==> config.mk <==
export PLATFORM = sky130hd
export DESIGN_NAME = txepreambl_insert
export DESIGN_NICKNAME = d
export VERILOG_FILES = /design/src/rtl/eth_pkg.sv /design/src/rtl/eth_byte_delay.sv /design/src/rtl/txepreambl_insert.sv
export SDC_FILE = /design/constraint.sdc
export NUM_CORES = 1
export LEC_CHECK = 0
export CAP_MARGIN = 30
export CORE_ASPECT_RATIO = 0.75
export CORE_MARGIN = 2
export CORE_UTILIZATION = 40
export DETAILED_ROUTE_END_ITERATION = 12
export GPL_TIMING_DRIVEN = 0
export REMOVE_ABC_BUFFERS = 1
export SYNTH_ARGS = -nofsm -noshare
export SYNTH_HDL_FRONTEND = slang
export SYNTH_SLANG_ARGS = --single-unit
==> constraint.sdc <==
create_clock -name i_clk -period 1.6 [get_ports i_clk]
set_input_delay 0.24 -clock i_clk [delete_from_list [all_inputs] [get_ports i_clk]]
set_output_delay 0.24 -clock i_clk [all_outputs]
set_load 0.005 [all_outputs]
==> src/rtl/eth_pkg.sv <==
// Shared Ethernet TX/RX constants and types: preamble/SFD bytes, TX state encoding,
// and the {valid, byte} stage carried by byte delay lines.
package eth_pkg;
    localparam logic [7:0] ETH_PREAMBLE_BYTE = 8'h55;
    localparam logic [7:0] ETH_SFD_BYTE      = 8'h5d;  // nibble order expected by the RX stripper

    typedef enum logic [1:0] {
        IDLE     = 2'd0,
        PREAMBLE = 2'd1,
        DATA     = 2'd2,
        BYPASS   = 2'd3
    } tx_state_t;

    typedef struct packed {
        logic       v;
        logic [7:0] d;
    } byte_stage_t;
endpackage

==> src/rtl/eth_byte_delay.sv <==
// Depth-N {valid, byte} shift register with synchronous clear; o_any flags any valid stage.
module eth_byte_delay
    import eth_pkg::*;
#(
    parameter int DEPTH = 8
) (
    input  logic        i_clk,
    input  logic        i_clr,
    input  logic        i_shift,
    input  byte_stage_t i_stage,
    output byte_stage_t o_stage,
    output logic        o_any
);
    byte_stage_t [DEPTH-1:0] stages;

    always_ff @(posedge i_clk) begin
        if (i_clr) begin
            stages <= '0;
        end else if (i_shift) begin
            stages[0] <= i_stage;
            for (int i = 1; i < DEPTH; i++) begin
                stages[i] <= stages[i-1];
            end
        end
    end

    always_comb begin
        o_any = 1'b0;
        for (int i = 0; i < DEPTH; i++) begin
            o_any = o_any | stages[i].v;
        end
    end

    assign o_stage = stages[DEPTH-1];
endmodule

==> src/rtl/txepreambl_insert.sv <==
// TX preamble inserter: prepends NPRE x 8'h55 and the SFD to each frame, delaying the
// frame bytes through an NPRE+1 stage line; i_en=0 passes frames through with latency 1.
module txepreambl_insert
    import eth_pkg::*;
#(
    parameter int NPRE = 7
) (
    input  logic       i_clk,
    input  logic       i_reset,
    input  logic       i_en,
    input  logic       i_v,
    input  logic [7:0] i_d,
    output logic       o_v,
    output logic [7:0] o_d,
    output logic       o_drop
);
    localparam logic [3:0] NPRE_C = 4'(NPRE);

    tx_state_t   state, state_nxt;
    logic [3:0]  cnt, cnt_nxt, cnt_inc;
    logic        in_done, in_done_nxt;
    logic        v_q, start;
    logic        o_v_nxt, o_drop_nxt;
    logic [7:0]  o_d_nxt;
    logic        dl_shift, dl_any;
    byte_stage_t dl_in, dl_out;

    eth_byte_delay #(.DEPTH(NPRE + 1)) u_delay (
        .i_clk   (i_clk),
        .i_clr   (i_reset),
        .i_shift (dl_shift),
        .i_stage (dl_in),
        .o_stage (dl_out),
        .o_any   (dl_any)
    );

    // A start needs a rising i_v, so a frame cut by reset is ignored until i_v drops.
    assign start   = i_v && !v_q;
    assign cnt_inc = cnt + 4'd1;

    always_comb begin
        state_nxt   = state;
        cnt_nxt     = cnt;
        in_done_nxt = in_done;
        o_v_nxt     = 1'b0;
        o_d_nxt     = 8'h00;
        o_drop_nxt  = 1'b0;
        dl_shift    = 1'b0;
        dl_in.v     = i_v && !in_done;
        dl_in.d     = i_d;
        case (state)
            IDLE: begin
                if (start && i_en) begin
                    state_nxt   = PREAMBLE;
                    cnt_nxt     = 4'd0;
                    in_done_nxt = 1'b0;
                    dl_shift    = 1'b1;
                    dl_in.v     = 1'b1;
                    o_v_nxt     = 1'b1;
                    o_d_nxt     = ETH_PREAMBLE_BYTE;
                end else if (start) begin
                    state_nxt = BYPASS;
                    o_v_nxt   = 1'b1;
                    o_d_nxt   = i_d;
                end
            end
            PREAMBLE: begin
                dl_shift = 1'b1;
                o_v_nxt  = 1'b1;
                cnt_nxt  = cnt_inc;
                if (cnt_inc == NPRE_C) begin
                    o_d_nxt   = ETH_SFD_BYTE;
                    state_nxt = DATA;
                end else begin
                    o_d_nxt = ETH_PREAMBLE_BYTE;
                end
            end
            DATA: begin
                dl_shift = 1'b1;
                o_v_nxt  = dl_out.v;
                o_d_nxt  = dl_out.v ? dl_out.d : 8'h00;
                if (!dl_any && !i_v) state_nxt = IDLE;
            end
            BYPASS: begin
                o_v_nxt = i_v;
                o_d_nxt = i_v ? i_d : 8'h00;
                if (!i_v) state_nxt = IDLE;
            end
            default: state_nxt = IDLE;
        endcase
        // A frame arriving while the previous one is still draining is discarded whole.
        if (state == PREAMBLE || state == DATA) begin
            if (!i_v) in_done_nxt = 1'b1;
            if (in_done && start) o_drop_nxt = 1'b1;
        end
    end

    always_ff @(posedge i_clk) begin
        v_q <= i_v;
        if (i_reset) begin
            state   <= IDLE;
            cnt     <= 4'd0;
            in_done <= 1'b0;
            o_v     <= 1'b0;
            o_d     <= 8'h00;
            o_drop  <= 1'b0;
        end else begin
            state   <= state_nxt;
            cnt     <= cnt_nxt;
            in_done <= in_done_nxt;
            o_v     <= o_v_nxt;
            o_d     <= o_d_nxt;
            o_drop  <= o_drop_nxt;
        end
    end
endmodule

# Word-level counts from Yosys, hierarchy flattened
# Cells that the tools add are included.
[classes]
add_sub_neg = 1
n_eq_ne = 9
n_mux = 26
bitwise = 8
reduce_logical = 16
[ops]
columns = ["cell", "n"]
rows = [
  ["two-way mux 8 bit", 4],
  ["case mux 8 bit (4 select lines)", 1],
  ["two-way mux 1 bit", 10],
  ["two-way mux 2 bit", 5],
  ["two-way mux 4 bit", 2],
  ["inequality test 2 bit (second input constant)", 4],
  ["case mux 2 bit (4 select lines)", 1],
  ["case mux 4 bit (2 select lines)", 1],
  ["bitwise OR 1 bit", 7],
  ["logical AND 1 bit", 5],
  ["adder 4 x 1 -> 4 bit (second input constant)", 1],
  ["== test 2 bit (second input constant)", 2],
  ["== test 4 x 3 -> 1 bit (second input constant)", 1],
  ["zero test 1 bit", 4],
  ["case mux 1 bit (4 select lines)", 1],
  ["AND reduction 4 bit", 1],
  ["OR reduction 2 bit", 2],
  ["inequality test 3 bit (second input constant)", 1],
  ["== test 2 x 1 -> 1 bit (second input constant)", 1],
  ["zero test 2 bit", 1],
  ["case mux 1 bit (2 select lines)", 1],
  ["AND reduction 2 bit", 1],
  ["nonzero test 2 bit", 1],
  ["logical OR 1 bit", 1],
  ["NOT 1 bit", 1],
]
[totals]
reg_bits = 90
inputBits = 12
output_inout_bits = 10
wordCells = 83

# Logic depth before layout (Yosys ltp)
[depth]
ltp_word = 11
mapped_depth = 8
ltp_nobuf = 6

# Modules after synthesis
# A second synthesis with hierarchy kept.
[hier_totals]
hier_cells = 366
hier_area_um2 = 3717.3
[modules_own_cells]
columns = ["module", "n_inst", "cells_each", "area_per_inst_um2", "seq_area_each_um2"]
rows = [
  ["eth_byte_delay", 1, 244, 2671.3, 1441.4],
  ["txepreambl_insert", 1, 122, 1046.0, 360.3],
]

# Least setup slack after synthesis
# OpenSTA, ideal clock, no wires.
[synth_timing]
path_type = "reg-to-reg"
startpoint = "register u_delay.stages[62] in the netlist's numbering"
endpoint = "register state[1]"
setup_ns = 0.123
arrival_ns = 1.600
required_time_ns = 1.477
path_slack_ns = -0.123
stages_incl_launch_ff = 5
n_path_buf = 0
period_less_slack_ns = 1.723
cell_sequence = "dfxtp_1 -> or4_4 -> o41ai_2 -> o211a_1 -> mux2_1"
[synth_between]
elab_chain_cells = 6
[synth_lines]
columns = ["item", "line_no", "text"]
rows = [
  ["from (decl)", "eth_byte_delay.sv:14", "byte_stage_t [DEPTH-1:0] stages;"],
  ["from (signal, indexed assignment)", "eth_byte_delay.sv:22", "stages[i] <= stages[i-1];"],
  ["bitwise OR 1 bit (2 in series)", "eth_byte_delay.sv:30", "o_any = o_any | stages[i].v;"],
  ["zero test 1 bit", "txepreambl_insert.sv:82", "if (!dl_any && !i_v) state_nxt = IDLE;"],
  ["logical AND 1 bit", "txepreambl_insert.sv:82", ""],
  ["inequality test 2 bit (no source line)", "-", ""],
  ["AND reduction 4 bit (no source line)", "-", ""],
  ["to (signal assigned)", "txepreambl_insert.sv:108", "state <= state_nxt;"],
  ["to (decl)", "txepreambl_insert.sv:19", "tx_state_t state, state_nxt;"],
]
# No other way between the ends.
# A chain may end at the register's enable or synchronous reset.

# Worst setup path in the final report
# Same ends and word-level chain as after synthesis.

==> summary.txt <==
Dpl cells -> 524
Yosys top cell by area -> dfxtp_1
Final critical delay including setup and external delays -> 1.75 ns
Setup slack of the most critical reg-to-reg path -> -0.15 ns
Worst reg2reg path endpoint -> state[1]
Data arrival at the endpoint of the critical path -> 1.98 ns
H-tree Lvls -> 3
Count of cells along the worst hold path -> 1
Initial core utilization -> 0.407
Netlist cell types -> 36
Switching share of power -> 0.317
N_diodes -> 0
Share of power burned in the clock network -> 0.294
Area share of the largest cell type after synthesis -> 0.531
Routed via count -> 2804
Final cell count without fillers -> 564
Endpoint kind of the worst setup timing path -> flip-flop
WHS Endpoint -> v_q
Cell types with the largest area share after synthesis -> dfxtp_1 53%, nand2_1 16%, a21oi_1 12%
# nets final -> 469
Critical setup path kind -> flip-flop to flip-flop
Placeable core area -> 8350 sq um
Initial DRT Pass Iterations -> 4
Leakage power -> 1.54 nW
Sequential Power Share -> 0.344
Grt total ovfl -> 0
Final standard cell area without fillers -> 4420 sq um
Maximum vdd ir drop -> 0.778 mV
Synthesized area -> 3390 sq um
Iteration-0 DRC count of the detailed router -> 123
Vert. Die Dim -> 83.8 um
Actual transition at the worst max-transition pin -> 0.965 ns
Global-route wire length before repair -> 12000 um
Share of the cycle needed by the critical path after routing -> 1.09
Kind of launch point of the worst setup path -> flip-flop
Share of synthesized registers carrying an async set or reset -> 0
CTS clk-pin slew, worst paths -> 0.06 ns
Result of the run -> finished with violations
Origin of the worst min-delay path -> i_v
Reg2reg start -> u_delay.stages[62]
Total power per unit cell area -> 1690 nW/um^2
Sequential share of the synthesized area -> 0.531
Clock root buffer -> clkbuf_16
Post-DRT Antenna Nets -> 0
Violations in the final reports -> negative setup slack
Per-cell via count in the routed design -> 4.97
Cell internal pwr -> 5.10 mW
Fmax -> 0.572 GHz
Share of post-route cells with drive strength above 1 -> 0.164
P&R area growth vs syn -> 30.3%
Final routed wirelength across all metal layers -> 7480 um
CTS tree -> built
Die area -> 9250 sq um
Maximum number of buffers from clock root to sink -> 2
Post-placement setup slack -> -0.887 ns
Placed wire-length estimate -> 4020 um
GRT Total Usage -> 0.168
Worst hold margin -> 0.366 ns
Maximum net fanout on the critical path -> 2
Cts bufs inserted -> 9
Setup WS post-layout -> -0.147 ns
Core utilization of the finished layout -> 0.530
Post-placement cell area -> 3700 sq um
Number of pins exceeding their max-slew limit in the final report -> 0
Worst relative slew slack -> 0.357
Hold crit path type -> primary input to flip-flop
Setup-violating endpoint count in the final report -> 32
Later-pin clock latency in the skew report -> 0.34 ns
Required @ worst endpoint -> 1.84 ns
Vias in the first global route -> 2587
Relative contribution of combinational cells to total power -> 0.362
Count of unresolved DRC violations after routing -> 0
Hold buffers post-CTS -> 0
Count of flip-flops with a built-in enable after synthesis -> 0
Net switching power -> 2.37 mW
Number of buffers inserted by port buffering -> 21
Setup TNS after final layout -> -1.75 ns
Number of endpoints with negative hold slack in the final report -> 0
Logic depth of the worst register-to-register path -> 4
Flip-flop and latch count after synthesis -> 90
Initial antenna violation count -> 0
Count of mapped cells out of synthesis -> 419
Worst Skew -> 0.00670 ns
Top flip-flop cell by instance count after synthesis -> dfxtp_1
Synthesized area per cell -> 8.10 sq um
Die X -> 110 um
Total Power -> 7.47 mW
Max-Cap Viols -> 0
Sinks on Clock Net -> 90
Yosys Warn Count -> 0
Count of boundary I/O pins -> 22
Largest net degree at the start of global routing -> 92
Placement Rows -> 29
Wire length per cell -> 13.3 um
Routability-driven placement congestion ratio -> 0.757
Unrepaired setup endpoints after global routing -> yes
## registers in the layout, summed over array words and instances, names as in the netlist
name / count
u_delay.stages: 63
o_drop: 1
o_v: 1
o_d: 8
v_q: 1
in_done: 1
state: 2
u_delay.o_stage: 9
cnt: 4
## Yosys cell counts, types with 2 or more instances
cell	instances
ha_1	6
clkbuf_1	18
a21oi_1	78
inv_1	5
o21ai_0	4
a22oi_1	5
buf_2	8
nand3_1	3
nor2_1	13
dfxtp_1	90
nor3_1	3
nand2_1	149
nand2b_1	7
a221oi_1	5
o211a_1	2
or3_1	2
nor2b_1	2
## power groups by stage
stage	logic (mW)	clock network [mW]	registers (mW)
floorplan	0.935	0	2.57
global placement	1.20	0	2.53
detailed placement	1.74	0	2.61
CTS	2.46	2.25	2.57
global route	2.93	2.33	2.60
finish	2.70	2.19	2.57
## kinds of logic (layout without fill, tap and decap cells)
group,count (synthesis),in the layout,share of synthesized area
mux,2,2,0.00627
flops,90,90,0.531
simple gates,187,187,0.228
fa+ha+maj,6,6,0.0221
compound gates,102,103,0.172
buf+inv,32,68,0.0405
## placed cells by master, fill, tap and decap left out, types with 3 or more instances in the layout
cell	Yosys	routed
a21oi_1	78	68
a21oi_2	1	10
a221oi_2	0	3
a22oi_1	5	5
buf_16	0	3
buf_4	0	17
buf_6	1	4
clkbuf_16	0	10
clkbuf_8	0	3
clkdlybuf4s50_1	0	19
dfxtp_1	90	87
ha_1	6	3
inv_1	5	3
nand2_1	149	149
nand2b_1	7	7
nand3_1	3	3
nor2_1	13	11
nor3_1	3	3
o21ai_0	4	3
## worst max path at each step
stage                                  start                end  slack [ns]  cells after the start
after floorplan                     state[0]  u_delay.stages[8]       -1.25                      6
after global placement                   i_v  u_delay.stages[8]       -2.42                      5
after detailed placement                 i_v  u_delay.stages[8]       -0.89                      6
after CTS                 u_delay.stages[62]           state[1]       -0.14                      4
after global routing      u_delay.stages[62]           state[1]       -0.23                      4
final                     u_delay.stages[62]           state[1]       -0.15                      4
## worst max-delay path, stage by stage, from the launching register on
cell	delay, ns
dfxtp_2	0.32
or4_4	0.54
o41ai_4	0.24
o211a_1	0.24
mux2_4	0.31
## routing by layer
| metal | share of wire | vias to the layer above | GRT usage |
|---|---|---|---|
| met4 | 0.019 | 0 | 0.0648 |
| li1 | - | 1456 | - |
| met1 | 0.48 | 1294 | 0.218 |
| met3 | 0.042 | 13 | 0.0554 |
| met5 | 0 | - | 0 |
| met2 | 0.46 | 41 | 0.257 |
## what timing repair did
action	4_1_cts	5_1_grt
setup endpoints to repair	87	84
pin swaps	6	2
buffers inserted	17	3
gates resized for setup	25	18
cloned	3	1
## area by class of cell
| cell class | instances | area (sq um) |
|---|---|---|
| fill | 790 | 3920 |
| sequential | 90 | 1810 |
| multi-input combinational | 298 | 1610 |
| timing repair buffer | 47 | 532 |
| clock buffer | 12 | 267 |
| tap | 108 | 135 |
| clock inverter | 4 | 48.8 |
| inverter | 5 | 21.3 |
(Power assumes the default switching activity.)
